[src/rtl/gpi_irq.sv]
// General-purpose input block: synchronised, debounced pins with a filtered level
// view and edge-triggered sticky interrupts behind a 32-byte register window.
`ifndef GPI_BASE
`define GPI_BASE 32'h2000_0000
`endif

module gpi_irq #(
  parameter int          N           = 32,
  parameter int          SYNC_STAGES = 2,
  parameter int          DB_WIDTH    = 16,
  parameter logic [31:0] BASE        = `GPI_BASE
) (
  input  logic         clk,
  input  logic         rst_n,
  input  logic [N-1:0] gpi_data,
  input  logic         i_rd,
  input  logic [31:0]  i_addr,
  input  logic         i_wr,
  input  logic [3:0]   i_wrmask,
  input  logic [31:0]  i_data,
  output logic         o_rd_valid,
  output logic         o_wr_valid,
  output logic [31:0]  o_data,
  output logic         o_irq
);

  logic [SYNC_STAGES-1:0][N-1:0] sync_reg;
  logic [N-1:0]                  sync_bits;
  logic [N-1:0]                  filt_reg;
  logic [DB_WIDTH-1:0]           cnt_reg [N];
  logic [N-1:0]                  upd;
  logic [N-1:0]                  rise;
  logic [N-1:0]                  fall;

  logic [N-1:0]          rise_en_reg, rise_en_next;
  logic [N-1:0]          fall_en_reg, fall_en_next;
  logic [N-1:0]          pending_reg, pending_next;
  logic [DB_WIDTH-1:0]   debounce_reg, debounce_next;
  logic                  irq_reg;
  logic [N-1:0]          pend_clr;

  logic [31:0] bmask;
  logic        in_win;
  logic [4:0]  off;
  logic        sel_level, sel_rise, sel_fall, sel_pend, sel_db, hit;
  logic [31:0] rdata;

  // Synchroniser shift chain; the last stage feeds the debounce filter.
  always_ff @(posedge clk or negedge rst_n) begin
    if (!rst_n) sync_reg <= '0;
    else        sync_reg <= {sync_reg[SYNC_STAGES-2:0], gpi_data};
  end

  assign sync_bits = sync_reg[SYNC_STAGES-1];

  generate
    for (genvar gi = 0; gi < N; gi++) begin : g_pin
      assign upd[gi]  = (sync_bits[gi] != filt_reg[gi]) && (cnt_reg[gi] >= debounce_reg);
      assign rise[gi] = upd[gi] &  sync_bits[gi];
      assign fall[gi] = upd[gi] & ~sync_bits[gi];

      // Counter only runs while the input disagrees with the filtered level.
      always_ff @(posedge clk or negedge rst_n) begin
        if (!rst_n) begin
          filt_reg[gi] <= 1'b0;
          cnt_reg[gi]  <= '0;
        end else if (sync_bits[gi] == filt_reg[gi]) begin
          cnt_reg[gi]  <= '0;
        end else if (upd[gi]) begin
          filt_reg[gi] <= sync_bits[gi];
          cnt_reg[gi]  <= '0;
        end else begin
          cnt_reg[gi]  <= cnt_reg[gi] + 1'b1;
        end
      end
    end

    for (genvar gi = 0; gi < 4; gi++) begin : g_bmask
      assign bmask[8*gi +: 8] = {8{i_wrmask[gi]}};
    end
  endgenerate

  // Word-aligned offsets inside the window only.
  assign in_win    = (i_addr[31:5] == BASE[31:5]);
  assign off       = i_addr[4:0];
  assign sel_level = in_win && (off == 5'h00);
  assign sel_rise  = in_win && (off == 5'h04);
  assign sel_fall  = in_win && (off == 5'h08);
  assign sel_pend  = in_win && (off == 5'h0C);
  assign sel_db    = in_win && (off == 5'h10);
  assign hit       = sel_level | sel_rise | sel_fall | sel_pend | sel_db;

  always_comb begin
    rise_en_next  = rise_en_reg;
    fall_en_next  = fall_en_reg;
    debounce_next = debounce_reg;
    pend_clr      = '0;
    if (i_wr && sel_rise)
      rise_en_next = (rise_en_reg & ~bmask[N-1:0]) | (i_data[N-1:0] & bmask[N-1:0]);
    if (i_wr && sel_fall)
      fall_en_next = (fall_en_reg & ~bmask[N-1:0]) | (i_data[N-1:0] & bmask[N-1:0]);
    if (i_wr && sel_db)
      debounce_next = (debounce_reg & ~bmask[DB_WIDTH-1:0])
                    | (i_data[DB_WIDTH-1:0] & bmask[DB_WIDTH-1:0]);
    if (i_wr && sel_pend)
      pend_clr = i_data[N-1:0] & bmask[N-1:0];
    // New events are OR-ed in after the clear so a same-cycle set wins.
    pending_next = (pending_reg & ~pend_clr) | (rise & rise_en_reg) | (fall & fall_en_reg);
  end

  always_ff @(posedge clk or negedge rst_n) begin
    if (!rst_n) begin
      rise_en_reg  <= '0;
      fall_en_reg  <= '0;
      pending_reg  <= '0;
      debounce_reg <= '0;
      irq_reg      <= 1'b0;
    end else begin
      rise_en_reg  <= rise_en_next;
      fall_en_reg  <= fall_en_next;
      pending_reg  <= pending_next;
      debounce_reg <= debounce_next;
      irq_reg      <= |pending_next;
    end
  end

  assign o_irq = irq_reg;

  always_comb begin
    rdata = '0;
    if (sel_level)     rdata[N-1:0]        = filt_reg;
    else if (sel_rise) rdata[N-1:0]        = rise_en_reg;
    else if (sel_fall) rdata[N-1:0]        = fall_en_reg;
    else if (sel_pend) rdata[N-1:0]        = pending_reg;
    else if (sel_db)   rdata[DB_WIDTH-1:0] = debounce_reg;
  end

  assign o_rd_valid = i_rd & hit;
  assign o_wr_valid = i_wr & hit;
  assign o_data     = (i_rd && hit) ? rdata : 32'h0;

endmodule

[config.mk]
export PLATFORM = sky130hd
export DESIGN_NAME = gpi_irq
export DESIGN_NICKNAME = d
export VERILOG_FILES = /design/src/rtl/gpi_irq.sv
export SDC_FILE = /design/constraint.sdc
export NUM_CORES = 2
export LEC_CHECK = 0
export ABC_CLOCK_PERIOD_IN_PS = 3790
export BUFFER_PORTS_ARGS = -buffer_cell sky130_fd_sc_hd__buf_2
export CAP_MARGIN = 5
export CORE_ASPECT_RATIO = 1.25
export CORE_MARGIN = 2
export CORE_UTILIZATION = 59
export CTS_BUF_LIST = sky130_fd_sc_hd__clkbuf_4 sky130_fd_sc_hd__clkbuf_8
export DETAILED_ROUTE_END_ITERATION = 8
export PLACE_DENSITY = 0.77
export SLEW_MARGIN = 30
export SYNTH_ARGS = -nofsm -noshare
export SYNTH_HDL_FRONTEND = slang
export SYNTH_SLANG_ARGS = --single-unit
[constraint.sdc]
create_clock -name clk -period 3.79 [get_ports clk]
set_clock_uncertainty 0.15 [all_clocks]
set_input_delay 0.1895 -clock clk [delete_from_list [all_inputs] [get_ports clk]]
set_output_delay 0.1895 -clock clk [all_outputs]
set_load 0.1 [all_outputs]
Word-level counts from Yosys, hierarchy flattened. Cells that the tools add are included.

Memory bits (read-only): 0. Memories: 0. Output and inout port bits: 35. Memory bits (writable): 0. Latch bits: 0. Bits in registers: 721.

Muxes and demuxes: 72. Divide/modulo/power cells: 0. Multipliers: 0. Add/subtract/negate cells: 32. Bitwise logic cells: 150. Order comparisons: 32. Shift operators: 0. Equal/unequal tests: 69. Reductions and logical operators: 76.

Operators with widths (number): two-way mux 16 bit (67); adder 16 x 1 -> 16 bit, second input constant (32); greater-or-equal comparator 16 bit (32); AND 32 bit (6); two-way mux 32 bit (5); bitwise OR 32 bit (4); AND 1 bit (66); NOT 1 bit (64); NOT 32 bit (2); AND reduction 2 bit (32); logical AND 1 bit (42); AND 16 bit (2); equality test 1 bit (32); != test 1 bit (32); OR reduction 32 bit (1); equality test 27 x 25 -> 1 bit, second input constant (1); NOT 16 bit (1); bitwise OR 16 bit (1); equality test 5 x 4 -> 1 bit, second input constant (2); equality test 5 x 3 -> 1 bit, second input constant (1); equality test 5 bit, second input constant (1); zero test 5 bit (1); bitwise OR 1 bit (4).

Logic depth before layout (Yosys ltp).
Depth after elaboration: 9. Gate-level depth with buffers: 11. Depth with buffers taken out: 10.

Worst setup path before layout. Ideal clock, no wire load.

Kind: input to output. Start: in i_addr[6]. End: out o_data[10]. Stages: 8. Setup slack: -0.467 ns. Buffers on the path: 1. Data arrival time: 3.917 ns. Path through: nor4_1 nand4_1 nor2_1 nand3_1 inv_1 clkbuf_1 o21ai_0 a21oi_1.

Longest elaborated chain between the ends: 8. Elaborated cells between the ends (all ways): 17. Those cells by class: 1 x eq/ne; 6 x mux; 4 x bitwise; 6 x reduce/logical.

Ends and longest elaborated chain: start: declaration (RTL line 17) `input logic [31:0] i_addr,`; equality test 27 x 25 -> 1 bit (*) (RTL line 84) `assign in_win = (i_addr[31:5] == BASE[31:5]);`; logical AND 1 bit (on tied branches) (RTL line 90, 86, 87); two-way mux 16 bit / bitwise OR 1 bit (equally long branches) (RTL line 135, 91); two-way mux 16 bit / bitwise OR 1 bit (equally long branches) (RTL line 134, 91); two-way mux 32 bit / bitwise OR 1 bit (equally long branches) (RTL line 133, 91); two-way mux 32 bit / bitwise OR 1 bit (equally long branches) (RTL line 132, 91); two-way mux 32 bit / logical AND 1 bit (equally long branches) (RTL line 131, 140); two-way mux 32 bit (*) (RTL line 140) `assign o_data = (i_rd && hit) ? rdata : 32'h0;`; end: declaration (RTL line 23) `output logic [31:0] o_data,`.

Every way passes the cells marked *; elsewhere a longest branch is shown, timed or not.

==> results by group <==
STA
  – Minimum clock period: ~4 ns
  – Final setup fails: 1
  – Setup WS post-layout: -0.131 ns
  – Final hold violations: 0
  – Slew Limit Headroom: 0.406
  – Worst-margin pin slew: around 0.89 ns
  – Setup_tns: -0.131 ns
  – Unrepaired setup endpoints after global routing: yes
  – Slew Viols, Final: 0
  – Fmax achieved: roughly 0.26 GHz
  – Fin crit share: 1.03

Final layout
  – Most common cell after layout, fill and taps aside: dfrtp_1
  – Final #Nets: ~5400
  – Share of cells above drive strength 1: 0.140
  – Commonest non-fill, non-tap cells in the layout: 720 x dfrtp_1, 686 x nor2_1, 539 x ha_1
  – Layout area overhead: 17.8%
  – Filler instances: slightly above 5000
  – Storage cell area: roughly 18000 µm²
  – Area of the multi-input gates: roughly 24000 µm²

CTS
  – Clock Tree Root: clkbuf_8
  – Reg clk slew, reported paths: 0.07 ns
  – TritonCTS clock tree: yes
  – Clk sinks: approximately 720
  – CTS Buffer Depth: 3
  – CTS buffer count: 116
  – Worst-skew pair later-pin latency: 0.78 ns
  – H-tree depth: 3

Synthesis
  – Top cell type's share of synthesized area: 0.427
  – Area contributors post-synth: dfrtp_1 43%, ha_1 16%, nor2_1 6.1%, xor2_1 6.1%, xnor2_1 3.4%
  – Library cells used by synthesis: between 50 and 60
  – Main synth FF type: dfrtp_1
  – Avg Cell Area, Syn: between 9 and 10 µm²
  – Register area share after synthesis: 0.427
  – Ys Warns: 0
  – Mapped Area: approximately 42000 µm²
  – Net Count, Synth: between 4000 and 5000
  – Synth area leader: dfrtp_1
  – Count of state elements after synthesis: ~720
  – Gate Count Post-Synth: around 4300
  – FFs w/ async S/R, synth: 1.00
  – Number of enable flip-flop cells after synthesis: 0

Detailed routing
  – Starting DRT DRC Count: about 2900
  – WL/cell: 20.1 µm
  – Vias: 34600
  – Initial DRT Pass Iterations: 8
  – DR vias/cell: roughly 6.0
  – Post-Route WL: 116 mm
  – Antenna viol nets, final: 0
  – DRC: 0

Floorplan
  – Die Ht: about 300 µm
  – Die ar.: 73800 µm²
  – Initial Util: 0.597
  – CORE AREA: about 71000 µm²
  – Num rows: approximately 110
  – Die W: approximately 240 µm
  – IO Pins: ~140

Power
  – Leak: roughly 25 nW
  – Maximum vdd drop: approximately 0.36 mV
  – Power Density: roughly 330 nW/µm²
  – Post-layout power: about 16 mW

Setup path
  – Critical Path AT: 4.40 ns
  – Crit path max fanout: 9
  – Critical path launch point type: flip-flop
  – Crit path kind: reg2reg
  – Worst EP required: 4.27 ns
  – Crit end category: flip-flop

Hold path
  – HP Class: in2reg

Global routing
  – First-pass GRT wire length: between 150 and 200 mm
  – GRT overflow: 0
  – Vias in the first global route: between 30000 and 40000
  – GRT Total Usage: 0.317
  – Initial antenna violation count: 7
  – Pin count of the biggest net entering global routing: 84

Status
  – Failing checks: setup timing
  – Outcome: complete, but fails checks

Placement
  – Detail Placement HPWL: ~80 mm
  – # port buffers: 138
  – Gpl congestion: slightly above 0.9

Job
  – Max cap viols: 0
-- metal layers --
metal,GRT usage,vias up,wire (µm)
met4,0.162,4,5850
met3,0.0616,329,8660
met1,0.404,16900,47400
li1,-,16100,-
met2,0.519,1246,53800
met5,0,-,24
-- layout make-up --
cell class,count,share of cell area
clock buffers,188,0.0477
repair buffers,405,0.0748
clock inverters,21,0.00500
flip-flops and latches,721,0.362
diodes,6,0.000301
multi-input cells,3370,0.478
inverters,105,0.00851
well taps,943,0.0237
-- kinds of logic after synthesis --
| logic type | synth area share |
|---|---|
| and+or+nand+nor | 0.182 |
| DFF | 0.427 |
| AOI/OAI and AO/OA | 0.0941 |
| adders and majority gates | 0.161 |
| xor gates and xnor gates | 0.0951 |
| buffers and inverters | 0.0159 |
| muxes | 0.0256 |
-- per-stage QoR --
stage / cell area [µm²] / setup WS, ns / hold slack (ns) / util / instances
4_1_cts: 49700 / -0.0885 / 0.0117 / 0.703 / 5746
3_3_place_gp: 45900 / -0.147 / 0.0995 / 0.649 / 5428
2_1_floorplan: 42400 / -0.0891 / -0.256 / - / 4269
5_1_grt: 49800 / -0.221 / 0.0966 / 0.704 / 5758
6_report: 49800 / -0.131 / 0.0672 / 0.704 / 5759
3_5_place_dp: 46000 / -0.395 / 0.0965 / 0.650 / 5428
-- synthesized netlist by cell type (19+ instances only) --
master      n
nand2b_1   32
nand2_1   284
a211oi_1   33
clkbuf_1   70
xnor2_1   166
nand3_1   254
nor3_1     34
nand4_1   137
o21ai_0   163
inv_1     105
a222oi_1   32
xor2_1    293
o211ai_1   19
nor2b_1    55
mux2_2     96
and2_1     29
a22o_1     38
dfrtp_1   721
a21o_1     26
and4_1     21
nor2_1    687
a21oi_1   170
and3_1     78
ha_1      544
-- worst max-delay path, cell delays in order (launching register included) --
cell,delay [ns]
dfrtp_2,0.65
buf_4,0.30
ha_1,0.25
nand2b_1,0.14
a2111o_1,0.42
a32oi_1,0.30
nand2_1,0.15
a22o_1,0.35
nor4_2,0.42
nand4_1,0.13
or4b_1,0.53
-- report_power, final --
| part | leakage (nW) | switching [mW] | internal, mW |
|---|---|---|---|
| combinational | 13.5 | 0.463 | 0.284 |
| sequential | 9.72 | 0.157 | 7.82 |
| clock | 1.39 | 3.27 | 4.28 |
-- worst paths after layout --
path | start | endpoint | slack [ns] | depth (start not counted)
min reg2reg | sync_reg[15] | sync_bits[15] | 0.20 | 0
max | flip-flop | o_irq | -0.13 | 10
min | i_addr[26] | pending_reg[16] | 0.07 | 7
max in group asynchronous | rst_n | cnt_reg[292] | 2.32 | 5
min in group asynchronous | rst_n | cnt_reg[157] | 0.56 | 4
max reg2reg | flip-flop | o_irq | -0.13 | 10
-- repair_timing --
item / 4_1_cts / 5_1_grt
endpoints found under the hold margin: 691 / 0
hold buffers: 107 / 0
cloned: 0 / 0
pin swaps: 5 / 5
gates resized for setup: 11 / 11
buffers inserted: 2 / 7
endpoints found under the setup margin: 1 / 1
Power figures use the tool's default switching activity.
